## src/rtl/hazard_ctrl_if.sv

```systemverilog
`default_nettype none
// ============================================================================
//  Module      : hazard_ctrl_if
//  Description : Bundle between the pipeline datapath and the hazard
//                controller. The pipeline side (master) presents the register
//                index and control fields of the IF/ID, ID/EX, EX/MEM and
//                MEM/WB registers plus the data-memory handshake. The
//                controller side (slave) returns stall/flush controls, the EX
//                forwarding selects, the sticky timeout flag and the
//                saturating hazard counters.
//  Ports       : id_rs1/id_rs2/id_uses_rs1/id_uses_rs2  ID source operands
//                ex_rs1/ex_rs2/ex_rd/ex_mem_read         ID/EX fields
//                ex_redirect                              EX taken branch/jump
//                mem_rd/mem_reg_write, wb_rd/wb_reg_write MEM and WB writers
//                dmem_req/dmem_ready                      data memory handshake
//                stall_*/flush_*                          pipeline register ctl
//                fwd_a_sel/fwd_b_sel                      EX operand muxes
//                mem_timeout_err, stall_cycles, flush_events
//  Revision    : 1.0  initial release
// ============================================================================
interface hazard_ctrl_if #(
    parameter int CNT_W = 16
);
    logic [4:0]       id_rs1;
    logic [4:0]       id_rs2;
    logic             id_uses_rs1;
    logic             id_uses_rs2;
    logic [4:0]       ex_rs1;
    logic [4:0]       ex_rs2;
    logic [4:0]       ex_rd;
    logic             ex_mem_read;
    logic             ex_redirect;
    logic [4:0]       mem_rd;
    logic [4:0]       wb_rd;
    logic             mem_reg_write;
    logic             wb_reg_write;
    logic             dmem_req;
    logic             dmem_ready;

    logic             stall_pc;
    logic             stall_if_id;
    logic             stall_id_ex;
    logic             stall_ex_mem;
    logic             flush_if_id;
    logic             flush_id_ex;
    logic [1:0]       fwd_a_sel;
    logic [1:0]       fwd_b_sel;
    logic             mem_timeout_err;
    logic [CNT_W-1:0] stall_cycles;
    logic [CNT_W-1:0] flush_events;

    modport master (
        output id_rs1, id_rs2, id_uses_rs1, id_uses_rs2,
        output ex_rs1, ex_rs2, ex_rd, ex_mem_read, ex_redirect,
        output mem_rd, wb_rd, mem_reg_write, wb_reg_write,
        output dmem_req, dmem_ready,
        input  stall_pc, stall_if_id, stall_id_ex, stall_ex_mem,
        input  flush_if_id, flush_id_ex, fwd_a_sel, fwd_b_sel,
        input  mem_timeout_err, stall_cycles, flush_events
    );

    modport slave (
        input  id_rs1, id_rs2, id_uses_rs1, id_uses_rs2,
        input  ex_rs1, ex_rs2, ex_rd, ex_mem_read, ex_redirect,
        input  mem_rd, wb_rd, mem_reg_write, wb_reg_write,
        input  dmem_req, dmem_ready,
        output stall_pc, stall_if_id, stall_id_ex, stall_ex_mem,
        output flush_if_id, flush_id_ex, fwd_a_sel, fwd_b_sel,
        output mem_timeout_err, stall_cycles, flush_events
    );
endinterface
`default_nettype wire

```

## src/rtl/hazard_ctrl.sv

```systemverilog
`default_nettype none
// ============================================================================
//  Module      : hazard_ctrl
//  Description : Hazard controller for a 5-stage RISC-V pipeline. Freezes the
//                pipe while data memory is waiting (with a timeout escape),
//                squashes IF/ID and ID/EX on EX redirects, inserts a single
//                bubble on load-use, selects EX operand forwarding and keeps
//                saturating stall/flush counters.
//  Ports       : clk  core clock
//                rst  synchronous reset, active-low
//                bus  hazard_ctrl_if.slave (pipeline fields in, controls out)
//  Revision    : 1.0  initial release
// ============================================================================
module hazard_ctrl #(
    parameter int MEM_TIMEOUT = 64,
    parameter int CNT_W       = 16
) (
    input  wire logic       clk,
    input  wire logic       rst,
    hazard_ctrl_if.slave    bus
);

    localparam int                c_WAIT_W    = $clog2(MEM_TIMEOUT);
    localparam logic [c_WAIT_W-1:0] c_WAIT_LAST = c_WAIT_W'(MEM_TIMEOUT - 1);

    typedef enum logic [1:0] {
        ST_RUN       = 2'd0,
        ST_LU_BUBBLE = 2'd1,
        ST_MEM_WAIT  = 2'd2
    } state_t;

    state_t              r_state_q,        w_state_d;
    logic [c_WAIT_W-1:0] r_wait_cnt_q,     w_wait_cnt_d;
    logic                r_release_q,      w_release_d;
    logic                r_err_q,          w_err_d;
    logic [CNT_W-1:0]    r_stall_cycles_q, w_stall_cycles_d;
    logic [CNT_W-1:0]    r_flush_events_q, w_flush_events_d;

    logic w_mem_wait;
    logic w_timeout;
    logic w_redirect;
    logic w_load_use;
    logic w_stall_pc;

    always_comb begin
        // r_release_q gives the one free cycle after a timeout, even when
        // the memory is still not ready.
        w_mem_wait = !r_release_q && !bus.dmem_ready &&
                     (bus.dmem_req || (r_state_q == ST_MEM_WAIT));
        // The cycle that would make the wait count reach MEM_TIMEOUT.
        w_timeout  = w_mem_wait && (r_wait_cnt_q == c_WAIT_LAST);
        // A redirect during a wait is frozen in EX and serviced on exit.
        w_redirect = !w_mem_wait && bus.ex_redirect;
        // Squashed ID instruction needs no bubble; LU_BUBBLE already holds one.
        w_load_use = !w_mem_wait && !bus.ex_redirect &&
                     (r_state_q != ST_LU_BUBBLE) &&
                     bus.ex_mem_read && (bus.ex_rd != 5'd0) &&
                     ((bus.id_uses_rs1 && (bus.id_rs1 == bus.ex_rd)) ||
                      (bus.id_uses_rs2 && (bus.id_rs2 == bus.ex_rd)));

        w_stall_pc       = w_mem_wait || w_load_use;
        bus.stall_pc     = w_stall_pc;
        bus.stall_if_id  = w_mem_wait || w_load_use;
        bus.stall_id_ex  = w_mem_wait;
        bus.stall_ex_mem = w_mem_wait;
        bus.flush_if_id  = w_redirect;
        bus.flush_id_ex  = w_redirect || w_load_use;

        // MEM result is younger than WB, so it wins; x0 is never forwarded.
        bus.fwd_a_sel = 2'b00;
        if (bus.mem_reg_write && (bus.mem_rd != 5'd0) && (bus.mem_rd == bus.ex_rs1))
            bus.fwd_a_sel = 2'b01;
        else if (bus.wb_reg_write && (bus.wb_rd != 5'd0) && (bus.wb_rd == bus.ex_rs1))
            bus.fwd_a_sel = 2'b10;

        bus.fwd_b_sel = 2'b00;
        if (bus.mem_reg_write && (bus.mem_rd != 5'd0) && (bus.mem_rd == bus.ex_rs2))
            bus.fwd_b_sel = 2'b01;
        else if (bus.wb_reg_write && (bus.wb_rd != 5'd0) && (bus.wb_rd == bus.ex_rs2))
            bus.fwd_b_sel = 2'b10;

        bus.mem_timeout_err = r_err_q;
        bus.stall_cycles    = r_stall_cycles_q;
        bus.flush_events    = r_flush_events_q;
    end

    always_comb begin
        w_state_d        = ST_RUN;
        w_wait_cnt_d     = '0;
        w_release_d      = 1'b0;
        w_err_d          = r_err_q;
        w_stall_cycles_d = r_stall_cycles_q;
        w_flush_events_d = r_flush_events_q;

        if (w_mem_wait) begin
            if (w_timeout) begin
                w_state_d   = ST_RUN;
                w_release_d = 1'b1;
                w_err_d     = 1'b1;
            end else begin
                w_state_d    = ST_MEM_WAIT;
                w_wait_cnt_d = r_wait_cnt_q + c_WAIT_W'(1);
            end
        end else if (w_load_use) begin
            w_state_d = ST_LU_BUBBLE;
        end

        if (w_stall_pc && (r_stall_cycles_q != '1))
            w_stall_cycles_d = r_stall_cycles_q + CNT_W'(1);
        if (w_redirect && (r_flush_events_q != '1))
            w_flush_events_d = r_flush_events_q + CNT_W'(1);
    end

    always_ff @(posedge clk) begin
        if (!rst) begin
            r_state_q        <= ST_RUN;
            r_wait_cnt_q     <= '0;
            r_release_q      <= 1'b0;
            r_err_q          <= 1'b0;
            r_stall_cycles_q <= '0;
            r_flush_events_q <= '0;
        end else begin
            r_state_q        <= w_state_d;
            r_wait_cnt_q     <= w_wait_cnt_d;
            r_release_q      <= w_release_d;
            r_err_q          <= w_err_d;
            r_stall_cycles_q <= w_stall_cycles_d;
            r_flush_events_q <= w_flush_events_d;
        end
    end

endmodule
`default_nettype wire

```

## src/flat_wrapper.sv

```systemverilog
// flat-port wrapper written by rule: the top's interface ports become plain ports
module hazard_ctrl_flat 
#(
    parameter int MEM_TIMEOUT = 64,
    parameter int CNT_W       = 16
)
  (clk, rst, bus_id_rs1, bus_id_rs2, bus_id_uses_rs1, bus_id_uses_rs2, bus_ex_rs1, bus_ex_rs2, bus_ex_rd, bus_ex_mem_read, bus_ex_redirect, bus_mem_rd, bus_wb_rd, bus_mem_reg_write, bus_wb_reg_write, bus_dmem_req, bus_dmem_ready, bus_stall_pc, bus_stall_if_id, bus_stall_id_ex, bus_stall_ex_mem, bus_flush_if_id, bus_flush_id_ex, bus_fwd_a_sel, bus_fwd_b_sel, bus_mem_timeout_err, bus_stall_cycles, bus_flush_events);
  hazard_ctrl_if #(.CNT_W(CNT_W)) bus_i ();
  input  wire logic clk;
  input  wire logic rst;
  input wire logic [$bits(bus_i.id_rs1)-1:0] bus_id_rs1;
  input wire logic [$bits(bus_i.id_rs2)-1:0] bus_id_rs2;
  input wire logic [$bits(bus_i.id_uses_rs1)-1:0] bus_id_uses_rs1;
  input wire logic [$bits(bus_i.id_uses_rs2)-1:0] bus_id_uses_rs2;
  input wire logic [$bits(bus_i.ex_rs1)-1:0] bus_ex_rs1;
  input wire logic [$bits(bus_i.ex_rs2)-1:0] bus_ex_rs2;
  input wire logic [$bits(bus_i.ex_rd)-1:0] bus_ex_rd;
  input wire logic [$bits(bus_i.ex_mem_read)-1:0] bus_ex_mem_read;
  input wire logic [$bits(bus_i.ex_redirect)-1:0] bus_ex_redirect;
  input wire logic [$bits(bus_i.mem_rd)-1:0] bus_mem_rd;
  input wire logic [$bits(bus_i.wb_rd)-1:0] bus_wb_rd;
  input wire logic [$bits(bus_i.mem_reg_write)-1:0] bus_mem_reg_write;
  input wire logic [$bits(bus_i.wb_reg_write)-1:0] bus_wb_reg_write;
  input wire logic [$bits(bus_i.dmem_req)-1:0] bus_dmem_req;
  input wire logic [$bits(bus_i.dmem_ready)-1:0] bus_dmem_ready;
  output wire logic [$bits(bus_i.stall_pc)-1:0] bus_stall_pc;
  output wire logic [$bits(bus_i.stall_if_id)-1:0] bus_stall_if_id;
  output wire logic [$bits(bus_i.stall_id_ex)-1:0] bus_stall_id_ex;
  output wire logic [$bits(bus_i.stall_ex_mem)-1:0] bus_stall_ex_mem;
  output wire logic [$bits(bus_i.flush_if_id)-1:0] bus_flush_if_id;
  output wire logic [$bits(bus_i.flush_id_ex)-1:0] bus_flush_id_ex;
  output wire logic [$bits(bus_i.fwd_a_sel)-1:0] bus_fwd_a_sel;
  output wire logic [$bits(bus_i.fwd_b_sel)-1:0] bus_fwd_b_sel;
  output wire logic [$bits(bus_i.mem_timeout_err)-1:0] bus_mem_timeout_err;
  output wire logic [$bits(bus_i.stall_cycles)-1:0] bus_stall_cycles;
  output wire logic [$bits(bus_i.flush_events)-1:0] bus_flush_events;
  assign bus_i.id_rs1 = bus_id_rs1;
  assign bus_i.id_rs2 = bus_id_rs2;
  assign bus_i.id_uses_rs1 = bus_id_uses_rs1;
  assign bus_i.id_uses_rs2 = bus_id_uses_rs2;
  assign bus_i.ex_rs1 = bus_ex_rs1;
  assign bus_i.ex_rs2 = bus_ex_rs2;
  assign bus_i.ex_rd = bus_ex_rd;
  assign bus_i.ex_mem_read = bus_ex_mem_read;
  assign bus_i.ex_redirect = bus_ex_redirect;
  assign bus_i.mem_rd = bus_mem_rd;
  assign bus_i.wb_rd = bus_wb_rd;
  assign bus_i.mem_reg_write = bus_mem_reg_write;
  assign bus_i.wb_reg_write = bus_wb_reg_write;
  assign bus_i.dmem_req = bus_dmem_req;
  assign bus_i.dmem_ready = bus_dmem_ready;
  assign bus_stall_pc = bus_i.stall_pc;
  assign bus_stall_if_id = bus_i.stall_if_id;
  assign bus_stall_id_ex = bus_i.stall_id_ex;
  assign bus_stall_ex_mem = bus_i.stall_ex_mem;
  assign bus_flush_if_id = bus_i.flush_if_id;
  assign bus_flush_id_ex = bus_i.flush_id_ex;
  assign bus_fwd_a_sel = bus_i.fwd_a_sel;
  assign bus_fwd_b_sel = bus_i.fwd_b_sel;
  assign bus_mem_timeout_err = bus_i.mem_timeout_err;
  assign bus_stall_cycles = bus_i.stall_cycles;
  assign bus_flush_events = bus_i.flush_events;
  hazard_ctrl #(.MEM_TIMEOUT(MEM_TIMEOUT), .CNT_W(CNT_W)) u_core (.clk(clk), .rst(rst), .bus(bus_i));
endmodule
```

## config.mk

```make
export PLATFORM = sky130hd
export DESIGN_NAME = hazard_ctrl_flat
export DESIGN_NICKNAME = d
export VERILOG_FILES = /design/src/rtl/hazard_ctrl_if.sv /design/src/rtl/hazard_ctrl.sv /design/src/flat_wrapper.sv
export SDC_FILE = /design/constraint.sdc
export NUM_CORES = 1
export LEC_CHECK = 0
export ABC_CLOCK_PERIOD_IN_PS = 2350
export CORE_ASPECT_RATIO = 1.5
export CORE_MARGIN = 4
export CORE_UTILIZATION = 44
export CTS_CLUSTER_DIAMETER = 120
export DETAILED_ROUTE_END_ITERATION = 8
export GPL_ROUTABILITY_DRIVEN = 0
export GPL_TIMING_DRIVEN = 0
export HOLD_SLACK_MARGIN = 0.1
export PLACE_DENSITY = 0.89
export SLEW_MARGIN = 30
export SYNTH_ARGS = -nofsm -noshare
export SYNTH_HDL_FRONTEND = slang
export SYNTH_SLANG_ARGS = --single-unit
export TNS_END_PERCENT = 10
```

## constraint.sdc

```tcl
create_clock -name clk -period 2.35 [get_ports clk]
set_input_delay 0.47 -clock clk [delete_from_list [all_inputs] [get_ports clk]]
set_output_delay 0.47 -clock clk [all_outputs]
set_load 0.03 [all_outputs]
```

* Word level (Yosys, flattened, before mapping)
Index checks and enable logic that the tools add are counted.
** Word-level totals
- Word-level logic and storage cells :: 63
- Output and inout port bits :: 43
- Input port bits :: 45
- Register bits :: 42
** Operators by class
- Reduce and logical (&&, ||, !) cells :: 33
- Equality and inequality tests :: 11
- Add/subtract/negate cells :: 3
- Bitwise operators :: 2
- Muxes and demuxes :: 8
** Operators by type and width (number)
- adder 16 x 1 -> 16 bit, second input constant :: 2
- != test 16 bit, second input constant :: 2
- equality test 5 bit :: 6
- logical AND 1 bit :: 19
- nonzero test 5 bit :: 3
- 2-to-1 mux 2 bit :: 6
- adder 6 x 1 -> 6 bit, second input constant :: 1
- equality test 6 bit, second input constant :: 1
- zero test 1 bit :: 4
- logical OR 1 bit :: 4
- AND reduction 2 bit :: 2
- OR reduction 3 bit :: 1
- equality test 2 bit, second input constant :: 1
- 2-to-1 mux 1 bit :: 2
- != test 2 x 1 -> 1 bit, second input constant :: 1
- inverter 1 bit :: 2

* Longest topological paths before layout
- Depth after elaboration :: 11
- Depth in mapped cells :: 8
- Mapped depth without buffers :: 7

* Worst setup path after synthesis
No wires, ideal clock.
- Path type :: input-to-output
- Start point :: in bus_mem_rd[0]
- End point :: out bus_fwd_a_sel[1]
- Required time :: 1.880 ns
- Arrival :: 2.407 ns
- Buffers on the path :: 0
- Setup slack :: -0.527 ns
- Stages :: 4
- Cell sequence :: or4_1 -> o21ai_0 -> nor4_1 -> nor4_1
** Between the ends
- Cells in the longest elaborated chain, start to end :: 4
- Elaborated cells on any way between the ends :: 5
- Those cells by class :: eq/ne: 1; mux: 1; reduce/logical: 3
** Ends and longest elaborated chain
- from (decl) :: line flat_wrapper.sv:20 : input wire logic [$bits(bus_i.mem_rd)-1:0] bus_mem_rd;
- nonzero test 5 bit :: line hazard_ctrl.sv:71 : if (bus.mem_reg_write && (bus.mem_rd != 5'd0) && (bus.mem_rd == bus.ex_rs1))
- logical AND 1 bit :: line hazard_ctrl.sv:71
- logical AND 1 bit (*) :: line hazard_ctrl.sv:71
- 2-to-1 mux 2 bit (*) :: line hazard_ctrl.sv:71
- to (decl) :: line flat_wrapper.sv:32 : output wire logic [$bits(bus_i.fwd_a_sel)-1:0] bus_fwd_a_sel;
Mark *: on every way between the ends. The rest lies on a longest branch, timed or not.

* Worst setup path after layout
- Start point :: in bus_mem_rd[3]
- End point :: out bus_fwd_b_sel[1]
** Between the ends
- Cells in the longest elaborated chain, start to end :: 4
- Elaborated cells on any way between the ends :: 5
- Those cells by class :: eq/ne: 1; mux: 1; reduce/logical: 3
** Ends and longest elaborated chain
- nonzero test 5 bit :: line hazard_ctrl.sv:77 : if (bus.mem_reg_write && (bus.mem_rd != 5'd0) && (bus.mem_rd == bus.ex_rs2))
- logical AND 1 bit :: line hazard_ctrl.sv:77
- logical AND 1 bit (*) :: line hazard_ctrl.sv:77
- 2-to-1 mux 2 bit (*) :: line hazard_ctrl.sv:77
- to (decl) :: line flat_wrapper.sv:33 : output wire logic [$bits(bus_i.fwd_b_sel)-1:0] bus_fwd_b_sel;
Marked as above.

==> reports/metrics.cfg <==
[global_route]
first_global_vias=2410
grt_max_degree=15
grt_pass1_wl_um=10900
antenna_found_initial=0
grtUsageTotal_pct=20.8
grt_overflow_total=0

[timing]
slew_headroom_pct=52.4
layout_min_cycle_time_ns=2.39
hold_violations=0
tightest_slew_ns=0.708
slew_violations=0
setup_tns_ns=-0.101
rsz0062_at_grt=true
finalCritPeriodShare_pct=102
setup_viol_count_final=4
timing.fmax_mhz=419
layout_setup_ws_ns=-0.0386
fin_worst_skew_ns=0.00645

[yosys]
synth_area_per_cell_um2=8.62
synth_warnings=0
synth_area_um2=2330
synth_nets=319
synth_seq_area_share_pct=36.0
ys_types=41
synth-seq-cells=42
syn_inst=271

[worst_setup_path]
ff2ff_setup_slack_ns=0.10
crit_type=primary input to primary output
end_kind=primary output
critPathLaunchType=primary input
rr_endpoint=u_core.bus.stall_cycles[1]$_SDFFE_PN0P_
arrival_ns=1.92
critPathRequiredTime_ns=1.88
critPathMaxFanout=3
reg2reg_from=u_core.bus.stall_cycles[12]$_SDFFE_PN0P_
reg2reg_depth=7

[run_status]
violations=setup timing
outcome=finished, violations left

[worst_hold_path]
hold_end=u_core.r_wait_cnt_q[0]$_SDFF_PP0_
hold_start=u_core.r_wait_cnt_q[0]$_SDFF_PP0_
min_path_type=register to register
whs_path_depth=1

[power_and_ir_drop]
power_frac_seq_pct=45.4
p_per_area_nw_per_um2=453
leakagePower_nw=1.38
switchingPower_w=0.000429
power.internal_w=0.00119
combPwrFrac_pct=18.7
p_sw_share_pct=26.6
clockPowerShare_pct=35.9
ir_worst_vdd_uv=387

[clocking]
clockBufferDepth=2
clkTransAtPathRegs_ns=0.08
h-tree-depth=2
cts.sinks=42
clock_latency_ns=0.30
cts-buffers-inserted=5
clockRootBuffer=clkbuf_8
cts_tree=yes

[layout]
syn2layout_area_growth_pct=52.7
n_antenna_cell=0
register_area_um2=846
layoutNonFillerInstCount=443
multi_input_area_um2=1570
drive_gt1_share_pct=21.6
fin_area_um2=3570
fillers=436
nets=422

[routing]
wire_per_inst_um=15.5
drc=0
ant_nets=0
drtIter0Drc=78
route.vias.total=2442
wl_um=6860
firstDrtPassIters=4
vias_per_cell=5.51

[place]
io_buffers=87
placed_area_um2=3330
placed_cells=426
hpwl_um=5200

[floorplanning]
die_area_um2=6560
ioPinCount=88
initial_core_util_pct=45.6
core_um2=5120
die_h_um=97.2
num_rows=32
dieWidth_um=67.5

[flow_run]
drv_cap=0

## cell type report
| type | instances | share of cell area, % |
|---|---|---|
| clock inverters | 3 | 1.23 |
| flip-flops and latches | 42 | 23.7 |
| multi-input cells | 216 | 43.9 |
| inverters | 7 | 0.737 |
| plain buffers | 6 | 1.05 |
| repair buffers | 96 | 25.1 |
| well taps | 68 | 2.39 |
| clock buffers | 5 | 1.93 |
## what timing repair did
item	CTS	global route
hold buffers	0	0
pin swaps	6	18
buffers inserted	2	7
setup endpoints to repair	19	22
resized for setup	83	55
## cells in the final DEF, fill, tap and decap left out, drive strengths merged
cell type and n:
a21o 1, a21oi 17, a31oi 1, and2 3
and3 6, and4 2, buf 23, bufinv 1
clkbuf 19, clkdlybuf4s15 1, clkdlybuf4s50 48, clkinv 1
dfxtp 42, dlygate4sd2 4, dlymetal6s2s 12, ha 3
inv 8, mux2i 4, nand2 15, nand2b 3
nand3 21, nand4 11, nor2 26, nor2b 1
nor3 3, nor4 6, o2111a 1, o211ai 1
o21a 1, o21ai 14, o22ai 1, o311ai 1
o31ai 7, or3 8, or4 13, xnor2 21
xor2 25
## per-stage QoR
| stage | utilization (%) | worst slack (ns) | power (W) | hold WS [ns] |
|---|---|---|---|---|
| after CTS | 68.3 | -0.195 | 0.00162 | 0.454 |
| final | 69.6 | -0.0386 | 0.00161 | 0.449 |
| after global placement | 65.0 | -1.15 | 0.00102 | 0.429 |
| after global routing | 69.6 | -0.0842 | 0.00168 | 0.478 |
| after floorplan | - | -0.120 | 0.000884 | 0.418 |
| after detailed placement | 65.0 | -1.21 | 0.00103 | 0.440 |
## power by group through the flow
| stage | Combinational (W) | Clock (W) | Sequential (W) |
|---|---|---|---|
| final | 0.000302 | 0.000580 | 0.000732 |
| after global routing | 0.000323 | 0.000618 | 0.000734 |
| after CTS | 0.000292 | 0.000594 | 0.000731 |
| after detailed placement | 0.000283 | 0 | 0.000748 |
| after global placement | 0.000276 | 0 | 0.000747 |
| after floorplan | 0.000127 | 0 | 0.000758 |
## registers in the layout (all words and copies together), names as in the netlist
register	cells
u_core.bus.stall_cycles	16
u_core.bus.mem_timeout_err	1
u_core.r_wait_cnt_q	6
u_core.bus.flush_events	16
u_core.r_state_q	2
u_core.r_release_q	1
## cell families after synthesis
| family | synth area share [%] |
|---|---|
| AOI/OAI and AO/OA | 12.6 |
| xor gates and xnor gates | 17.3 |
| adders and majority gates | 1.61 |
| buffers and inverters | 2.73 |
| DFF | 36.0 |
| muxes | 1.71 |
| and+or+nand+nor | 28.0 |
## worst max-delay path by stage
stage | from | to | slack [ns] | cells past startpoint
after floorplan | bus_ex_rd[0] | bus_stall_pc | -0.12 | 5
after global placement | bus_ex_rd[0] | bus_stall_pc | -1.15 | 7
after detailed placement | bus_ex_rd[0] | bus_stall_pc | -1.21 | 7
after CTS | bus_mem_rd[0] | bus_fwd_a_sel[1] | -0.20 | 6
after global routing | bus_ex_rd[4] | bus_flush_id_ex | -0.08 | 6
final | bus_mem_rd[3] | bus_fwd_b_sel[1] | -0.04 | 7
## synth_stat cells (all sizes together)
cell | count | area (µm²)
nand4 | 11 | 75.1
nor2b | 1 | 6.26
inv | 7 | 26.3
ha | 3 | 37.5
xor2 | 25 | 219
nor4 | 6 | 37.5
clkbuf | 3 | 11.3
o211ai | 1 | 7.51
o22ai | 1 | 12.5
a31oi | 1 | 21.3
nor3 | 3 | 20.0
nand2 | 15 | 56.3
nand3 | 21 | 105
and4 | 2 | 17.5
xnor2 | 21 | 184
a21oi | 17 | 96.4
o2111a | 1 | 11.3
o311ai | 1 | 8.76
or4 | 13 | 105
o31ai | 7 | 52.6
and2 | 3 | 21.3
o21a | 1 | 7.51
nor2 | 26 | 97.6
a21o | 1 | 7.51
mux2i | 4 | 40.0
o21ai | 14 | 70.1
and3 | 6 | 37.5
or3 | 8 | 56.3
nand2b | 3 | 18.8
buf | 3 | 26.3
dfxtp | 42 | 841
## metal layers
metal	global-route usage [%]	vias to the layer above	wire length, µm
li1	-	1187	-
met2	36.8	83	3690
met3	4.75	14	421
met4	7.50	0	129
met1	23.3	1158	2620
met5	0	-	0
## critical path, cell delays in order
cell and delay [ns]:
clkbuf_2 0.12, or4_4 0.53, o21ai_4 0.15, buf_6 0.12
nor4_4 0.04, nor4_4 0.28, buf_4 0.20
No activity file was read; power rests on OpenSTA's default activity.
